==> src/rtl/ycbcr_skin_box.sv <==
`default_nettype none
// ============================================================================
// Module  : ycbcr_skin_box
// Brief   : Cb/Cr skin-colour mask with per-frame bounding box and pixel count
// Revision: 1.0 - initial release
// ============================================================================

module ycbcr_skin_box #(
   parameter int unsigned CB_MIN  = 77,
   parameter int unsigned CB_MAX  = 127,
   parameter int unsigned CR_MIN  = 133,
   parameter int unsigned CR_MAX  = 173,
   parameter int unsigned COORD_W = 12,
   parameter int unsigned CNT_W   = 20,
   parameter int unsigned MIN_PIX = 256
) (
   input  logic               clk,
   input  logic               rst_n,
   input  logic               vsync_in,
   input  logic               hsync_in,
   input  logic               de_in,
   input  logic [7:0]         y,
   input  logic [7:0]         cb,
   input  logic [7:0]         cr,
   output logic               vsync_out,
   output logic               hsync_out,
   output logic               de_out,
   output logic [7:0]         bin_out,
   output logic [COORD_W-1:0] box_x_min,
   output logic [COORD_W-1:0] box_x_max,
   output logic [COORD_W-1:0] box_y_min,
   output logic [COORD_W-1:0] box_y_max,
   output logic [CNT_W-1:0]   skin_cnt,
   output logic               box_valid,
   output logic               box_update
);

   localparam logic [7:0]         C_CB_MIN     = CB_MIN[7:0];
   localparam logic [7:0]         C_CB_MAX     = CB_MAX[7:0];
   localparam logic [7:0]         C_CR_MIN     = CR_MIN[7:0];
   localparam logic [7:0]         C_CR_MAX     = CR_MAX[7:0];
   localparam logic [COORD_W-1:0] C_COORD_ALL1 = {COORD_W{1'b1}};
   localparam logic [CNT_W-1:0]   C_CNT_ALL1   = {CNT_W{1'b1}};
   localparam logic [CNT_W-1:0]   C_MIN_PIX    = CNT_W'(MIN_PIX);

   localparam logic [0:0] ST_ACCUM   = 1'b0;
   localparam logic [0:0] ST_PUBLISH = 1'b1;

   // Luma is carried alongside the chroma but plays no part in the skin test.
   logic luma_unused;
   assign luma_unused = ^y;

   logic skin;
   logic vs_rise;
   logic de_fall;

   logic               vsync_q, vsync_d;
   logic               hsync_q, hsync_d;
   logic               de_q, de_d;
   logic [7:0]         bin_q, bin_d;
   logic               vs_prev_q, vs_prev_d;
   logic               de_prev_q, de_prev_d;

   logic [COORD_W-1:0] x_q, x_d;
   logic [COORD_W-1:0] y_q, y_d;

   logic [COORD_W-1:0] xmin_acc_q, xmin_acc_d;
   logic [COORD_W-1:0] xmax_acc_q, xmax_acc_d;
   logic [COORD_W-1:0] ymin_acc_q, ymin_acc_d;
   logic [COORD_W-1:0] ymax_acc_q, ymax_acc_d;
   logic [CNT_W-1:0]   cnt_acc_q, cnt_acc_d;

   logic [COORD_W-1:0] snap_xmin_q, snap_xmin_d;
   logic [COORD_W-1:0] snap_xmax_q, snap_xmax_d;
   logic [COORD_W-1:0] snap_ymin_q, snap_ymin_d;
   logic [COORD_W-1:0] snap_ymax_q, snap_ymax_d;
   logic [CNT_W-1:0]   snap_cnt_q, snap_cnt_d;

   logic [0:0]         state_q, state_d;

   logic [COORD_W-1:0] box_xmin_q, box_xmin_d;
   logic [COORD_W-1:0] box_xmax_q, box_xmax_d;
   logic [COORD_W-1:0] box_ymin_q, box_ymin_d;
   logic [COORD_W-1:0] box_ymax_q, box_ymax_d;
   logic [CNT_W-1:0]   box_cnt_q, box_cnt_d;
   logic               box_valid_q, box_valid_d;
   logic               box_update_q, box_update_d;

   always_comb begin
      skin    = de_in
                && (cb >= C_CB_MIN) && (cb <= C_CB_MAX)
                && (cr >= C_CR_MIN) && (cr <= C_CR_MAX);
      vs_rise = vsync_in & ~vs_prev_q;
      de_fall = ~de_in & de_prev_q;
   end

   // Pixel path and edge-detect history.
   always_comb begin
      vsync_d   = vsync_in;
      hsync_d   = hsync_in;
      de_d      = de_in;
      bin_d     = skin ? 8'hFF : 8'h00;
      vs_prev_d = vsync_in;
      de_prev_d = de_in;
   end

   // Coordinates of the pixel currently on the input are x_q / y_q.
   always_comb begin
      x_d = '0;
      if (de_in) begin
         x_d = (x_q == C_COORD_ALL1) ? x_q : x_q + COORD_W'(1);
      end

      y_d = y_q;
      if (vs_rise) begin
         y_d = '0;
      end else if (de_fall && (y_q != C_COORD_ALL1)) begin
         y_d = y_q + COORD_W'(1);
      end
   end

   // A skin pixel on the vs_rise cycle belongs to neither frame.
   always_comb begin
      xmin_acc_d  = xmin_acc_q;
      xmax_acc_d  = xmax_acc_q;
      ymin_acc_d  = ymin_acc_q;
      ymax_acc_d  = ymax_acc_q;
      cnt_acc_d   = cnt_acc_q;
      snap_xmin_d = snap_xmin_q;
      snap_xmax_d = snap_xmax_q;
      snap_ymin_d = snap_ymin_q;
      snap_ymax_d = snap_ymax_q;
      snap_cnt_d  = snap_cnt_q;

      if (vs_rise) begin
         snap_xmin_d = xmin_acc_q;
         snap_xmax_d = xmax_acc_q;
         snap_ymin_d = ymin_acc_q;
         snap_ymax_d = ymax_acc_q;
         snap_cnt_d  = cnt_acc_q;
         xmin_acc_d  = C_COORD_ALL1;
         xmax_acc_d  = '0;
         ymin_acc_d  = C_COORD_ALL1;
         ymax_acc_d  = '0;
         cnt_acc_d   = '0;
      end else if (skin) begin
         if (x_q < xmin_acc_q) xmin_acc_d = x_q;
         if (x_q > xmax_acc_q) xmax_acc_d = x_q;
         if (y_q < ymin_acc_q) ymin_acc_d = y_q;
         if (y_q > ymax_acc_q) ymax_acc_d = y_q;
         if (cnt_acc_q != C_CNT_ALL1) cnt_acc_d = cnt_acc_q + CNT_W'(1);
      end
   end

   // Publish FSM: the snapshot taken on vs_rise is committed one cycle later.
   always_comb begin
      state_d      = state_q;
      box_xmin_d   = box_xmin_q;
      box_xmax_d   = box_xmax_q;
      box_ymin_d   = box_ymin_q;
      box_ymax_d   = box_ymax_q;
      box_cnt_d    = box_cnt_q;
      box_valid_d  = box_valid_q;
      box_update_d = 1'b0;

      case (state_q)
         ST_ACCUM: begin
            if (vs_rise) state_d = ST_PUBLISH;
         end
         ST_PUBLISH: begin
            if (snap_cnt_q >= C_MIN_PIX) begin
               box_xmin_d  = snap_xmin_q;
               box_xmax_d  = snap_xmax_q;
               box_ymin_d  = snap_ymin_q;
               box_ymax_d  = snap_ymax_q;
               box_valid_d = 1'b1;
            end else begin
               box_xmin_d  = '0;
               box_xmax_d  = '0;
               box_ymin_d  = '0;
               box_ymax_d  = '0;
               box_valid_d = 1'b0;
            end
            box_cnt_d    = snap_cnt_q;
            box_update_d = 1'b1;
            state_d      = vs_rise ? ST_PUBLISH : ST_ACCUM;
         end
         default: begin
            state_d = ST_ACCUM;
         end
      endcase
   end

   always_ff @(posedge clk or negedge rst_n) begin
      if (!rst_n) begin
         vsync_q      <= 1'b0;
         hsync_q      <= 1'b0;
         de_q         <= 1'b0;
         bin_q        <= 8'h00;
         vs_prev_q    <= 1'b0;
         de_prev_q    <= 1'b0;
         x_q          <= '0;
         y_q          <= '0;
         xmin_acc_q   <= C_COORD_ALL1;
         xmax_acc_q   <= '0;
         ymin_acc_q   <= C_COORD_ALL1;
         ymax_acc_q   <= '0;
         cnt_acc_q    <= '0;
         snap_xmin_q  <= '0;
         snap_xmax_q  <= '0;
         snap_ymin_q  <= '0;
         snap_ymax_q  <= '0;
         snap_cnt_q   <= '0;
         state_q      <= ST_ACCUM;
         box_xmin_q   <= '0;
         box_xmax_q   <= '0;
         box_ymin_q   <= '0;
         box_ymax_q   <= '0;
         box_cnt_q    <= '0;
         box_valid_q  <= 1'b0;
         box_update_q <= 1'b0;
      end else begin
         vsync_q      <= vsync_d;
         hsync_q      <= hsync_d;
         de_q         <= de_d;
         bin_q        <= bin_d;
         vs_prev_q    <= vs_prev_d;
         de_prev_q    <= de_prev_d;
         x_q          <= x_d;
         y_q          <= y_d;
         xmin_acc_q   <= xmin_acc_d;
         xmax_acc_q   <= xmax_acc_d;
         ymin_acc_q   <= ymin_acc_d;
         ymax_acc_q   <= ymax_acc_d;
         cnt_acc_q    <= cnt_acc_d;
         snap_xmin_q  <= snap_xmin_d;
         snap_xmax_q  <= snap_xmax_d;
         snap_ymin_q  <= snap_ymin_d;
         snap_ymax_q  <= snap_ymax_d;
         snap_cnt_q   <= snap_cnt_d;
         state_q      <= state_d;
         box_xmin_q   <= box_xmin_d;
         box_xmax_q   <= box_xmax_d;
         box_ymin_q   <= box_ymin_d;
         box_ymax_q   <= box_ymax_d;
         box_cnt_q    <= box_cnt_d;
         box_valid_q  <= box_valid_d;
         box_update_q <= box_update_d;
      end
   end

   assign vsync_out  = vsync_q;
   assign hsync_out  = hsync_q;
   assign de_out     = de_q;
   assign bin_out    = bin_q;
   assign box_x_min  = box_xmin_q;
   assign box_x_max  = box_xmax_q;
   assign box_y_min  = box_ymin_q;
   assign box_y_max  = box_ymax_q;
   assign skin_cnt   = box_cnt_q;
   assign box_valid  = box_valid_q;
   assign box_update = box_update_q;

endmodule

`default_nettype wire

==> config.mk <==
export PLATFORM = sky130hd
export DESIGN_NAME = ycbcr_skin_box
export DESIGN_NICKNAME = d
export VERILOG_FILES = /design/src/rtl/ycbcr_skin_box.sv
export SDC_FILE = /design/constraint.sdc
export NUM_CORES = 1
export LEC_CHECK = 0
export BUFFER_PORTS_ARGS = -buffer_cell sky130_fd_sc_hd__buf_2
export CAP_MARGIN = 15
export CORE_UTILIZATION = 40
export CTS_BUF_LIST = sky130_fd_sc_hd__clkbuf_8
export DETAILED_ROUTE_END_ITERATION = 12
export PLACE_DENSITY = 0.67
export SETUP_SLACK_MARGIN = 0.4
export SLEW_MARGIN = 20
export SYNTH_ARGS = -nofsm -noshare
export SYNTH_HDL_FRONTEND = slang
export SYNTH_SLANG_ARGS = --single-unit
==> constraint.sdc <==
create_clock -name clk -period 5.19 [get_ports clk]
set_clock_uncertainty 0.05 [all_clocks]
set_input_delay 0 -clock clk [delete_from_list [all_inputs] [get_ports clk]]
set_output_delay 0 -clock clk [all_outputs]
set_load 0.01 [all_outputs]
==> out/results.txt <==
DR WL/cell - 15.18 µm
Synth unique cells - 53
Final nets - 1135
CP Class - reg2reg
Gpl congestion - 0.8027
Final Util - 47.61%
Avg Inst Size Synth - 10.80 µm²
Status - finished clean
Syn_nets - 1038
Fin. max-slew vios - 0
Core area - 25330 µm²
Root buffer cell - clkbuf_8
Clock tree buffer depth - 3
CP Max Fanout - 11
Number of fill cells - 2347
Starting Density - 40.94%
FP Rows - 58
Post-Syn Instances - 960
Tmin final - 2755 ps
Tot GR Track Use - 17.09%
Pin count of the biggest net entering global routing - 125
Clock sink total - 235
CTS tree - built
P&R area growth vs syn - 16.28%
Post-DP HPWL - 13770 µm
Post-Syn Area - 10370 µm²
Setup_tns - 0 ps
Asr flop ratio synth - 100.0%
CTS H-tree lvls - 2
Crit path from - y_q[3]
Routed WL - 21550 µm
Hold_ws - 83.90 ps
Yosys warnings - 0
FF-to-FF Start - y_q[3]
Yosys top cell area share - 50.92%
First-pass GRT wire length - 36470 µm
Initial antenna violation count - 0
Worst setup margin - 2435 ps
ANT cells - 0
DR vias - 7308
Final Hold Violating Endpoints - 0
Pleak - 0.006316 µW
Via density - 5.150
Pwr/cell area - 324.6 nW/µm²
Worst Setup Start Kind - flip-flop
Drt pass-1 iters - 4
Worst IR Drop VDD - 0.0001754 V
Initial DRC Count - 484
Unrepaired setup endpoints after global routing - false
Boundary Pins - 110
Max-Cap Viols - 0
Total die area - 26570 µm²
Worst Path Required - 5600 ps
DP Worst Slack - 2450 ps
Chip Height - 163.0 µm
Final setup vio count - 0
Num CTS Buffers - 40
Share of layout cells above drive strength 1 - 20.48%
Die X - 163.0 µm
EDFF count, synth - 0
Most used DFF post-synth - dfrtp_1
Hold Crit Start - hsync_in
Fmax - 362.9 MHz
Dominant cells by area after synthesis - dfrtp_1 (51%), dfstp_2 (6.1%), a22o_1 (5.9%), ha_1 (5.9%), nand2_1 (5.6%)
WP data arrival - 3170 ps
Critical Path End Type - flip-flop
Max-slew headroom at the worst pin - 34.29%
Synthesized flop and latch total - 235
Power consumption - 3914 µW
Worst-Skew Late Latency - 530 ps
Worst-Margin Slew - 985.7 ps
Final period util - 53.09%
Largest area contributor in the netlist - dfrtp_1
Post-route ant nets - 0
Number of global-route vias before repair - 7166
GRT Residual Overflow - 0
HP Class - in2reg
CTS clock-pin slew for the worst setup and hold paths - 60 ps
DR DRC count - 0
Port bufs - 101
Sequential share of the synthesized area - 57.00%
layer usage:
layer  part of all wire [%]  vias up  wire [µm]  track usage [%]
met4                    1.8        0        396            5.353
met3                    4.8       35       1039            3.809
li1                       -     3568          -                -
met1                     47     3555      10080            23.40
met2                     47      150      10040            26.92
met5                      0        -          0                0
area by class of cell:
cell class	instances	area, µm²	area share (%)
Multi-Input combinational cell	613	4015	33.30
Clock buffer	52	715.7	5.935
Tap cell	330	412.9	3.424
Inverter	55	206.4	1.712
Clock inverter	22	173.9	1.442
Sequential cell	235	5911	49.02
Timing Repair Buffer	112	623.1	5.168
path summary, 6_finish.rpt:
kind                       cells past startpoint  slack, ps             end
setup / recovery                               7       2430  ymax_acc_q[10]
hold / removal                                 2         80       hsync_out
setup reg to reg                               7       2430  ymax_acc_q[10]
hold reg to reg                                2        420   snap_cnt_q[4]
max in group asynchronous                      3       3950  snap_xmin_q[2]
min in group asynchronous                      2         90  snap_ymin_q[7]
cell usage in the layout (no fill, tap or decap), types with 2 or more instances in the layout:
cell           count
dfrtp_1          211
nand2_1          156
buf_2            100
a22o_1            70
inv_1             65
o21ai_0           58
clkbuf_8          52
ha_1              49
nor2_1            47
dfstp_2           24
nand3_1           23
xor2_1            22
nor3_1            21
nand4_1           20
mux2_2            20
a21oi_1           18
a31oi_1           15
mux2i_1           12
and3_1             9
o211ai_1           7
xnor2_1            7
a211oi_1           6
clkinv_2           6
nor4_1             5
and4_1             5
a21o_1             5
dlygate4sd3_1      5
buf_4              5
nand2b_1           4
nand3b_1           3
nor2b_1            3
or3_1              3
bufinv_16          3
nand2b_4           2
a2111oi_0          2
o31ai_1            2
cells in the mapped netlist, types with 12 or more instances:
cell,number
dfrtp_1,211
nand2_1,156
a22o_1,70
o21ai_0,58
inv_1,55
ha_1,49
nor2_1,47
clkbuf_1,35
dfstp_2,24
nand3_1,23
nor3_1,22
xor2_1,22
mux2_2,20
nand4_1,20
a21oi_1,18
a31oi_1,16
mux2i_1,12
what timing repair did:
action                                 CTS  global route
setup buffers                            0             0
gates resized for setup                  0             0
endpoints found under the hold margin  121             0
hold buffers                             5             0
critical path, cell delays in order (launching register included):
cell and delay, ps:
dfrtp_1 490, ha_1 360, and3_1 200, a221o_1 350, a211oi_2 290, nor3b_2 100, nor2_1 580, a22o_1 260
stage by stage:
stage | instances | area [µm²]
3_5_place_dp | 1340 | 11110
2_1_floorplan | 960 | 10370
5_1_grt | 1419 | 12060
4_1_cts | 1419 | 12050
6_report | 1419 | 12060
3_3_place_gp | 1340 | 11110
report_power, final:
group,total [µW],internal (µW),switching [µW]
registers,1920,1880,34.9
logic,192,62.9,129
clock network,1800,1050,752
total,3910,3000,915
logic make-up after synthesis:
kind of cell | count (synthesis) | synth area share [%]
flops | 235 | 57.00
fa+ha+maj | 49 | 5.912
simple gates | 308 | 13.54
compound gates | 195 | 13.22
xor+xnor | 29 | 2.449
buf+inv | 112 | 4.549
mux | 32 | 3.330
(Power assumes the default switching activity.)
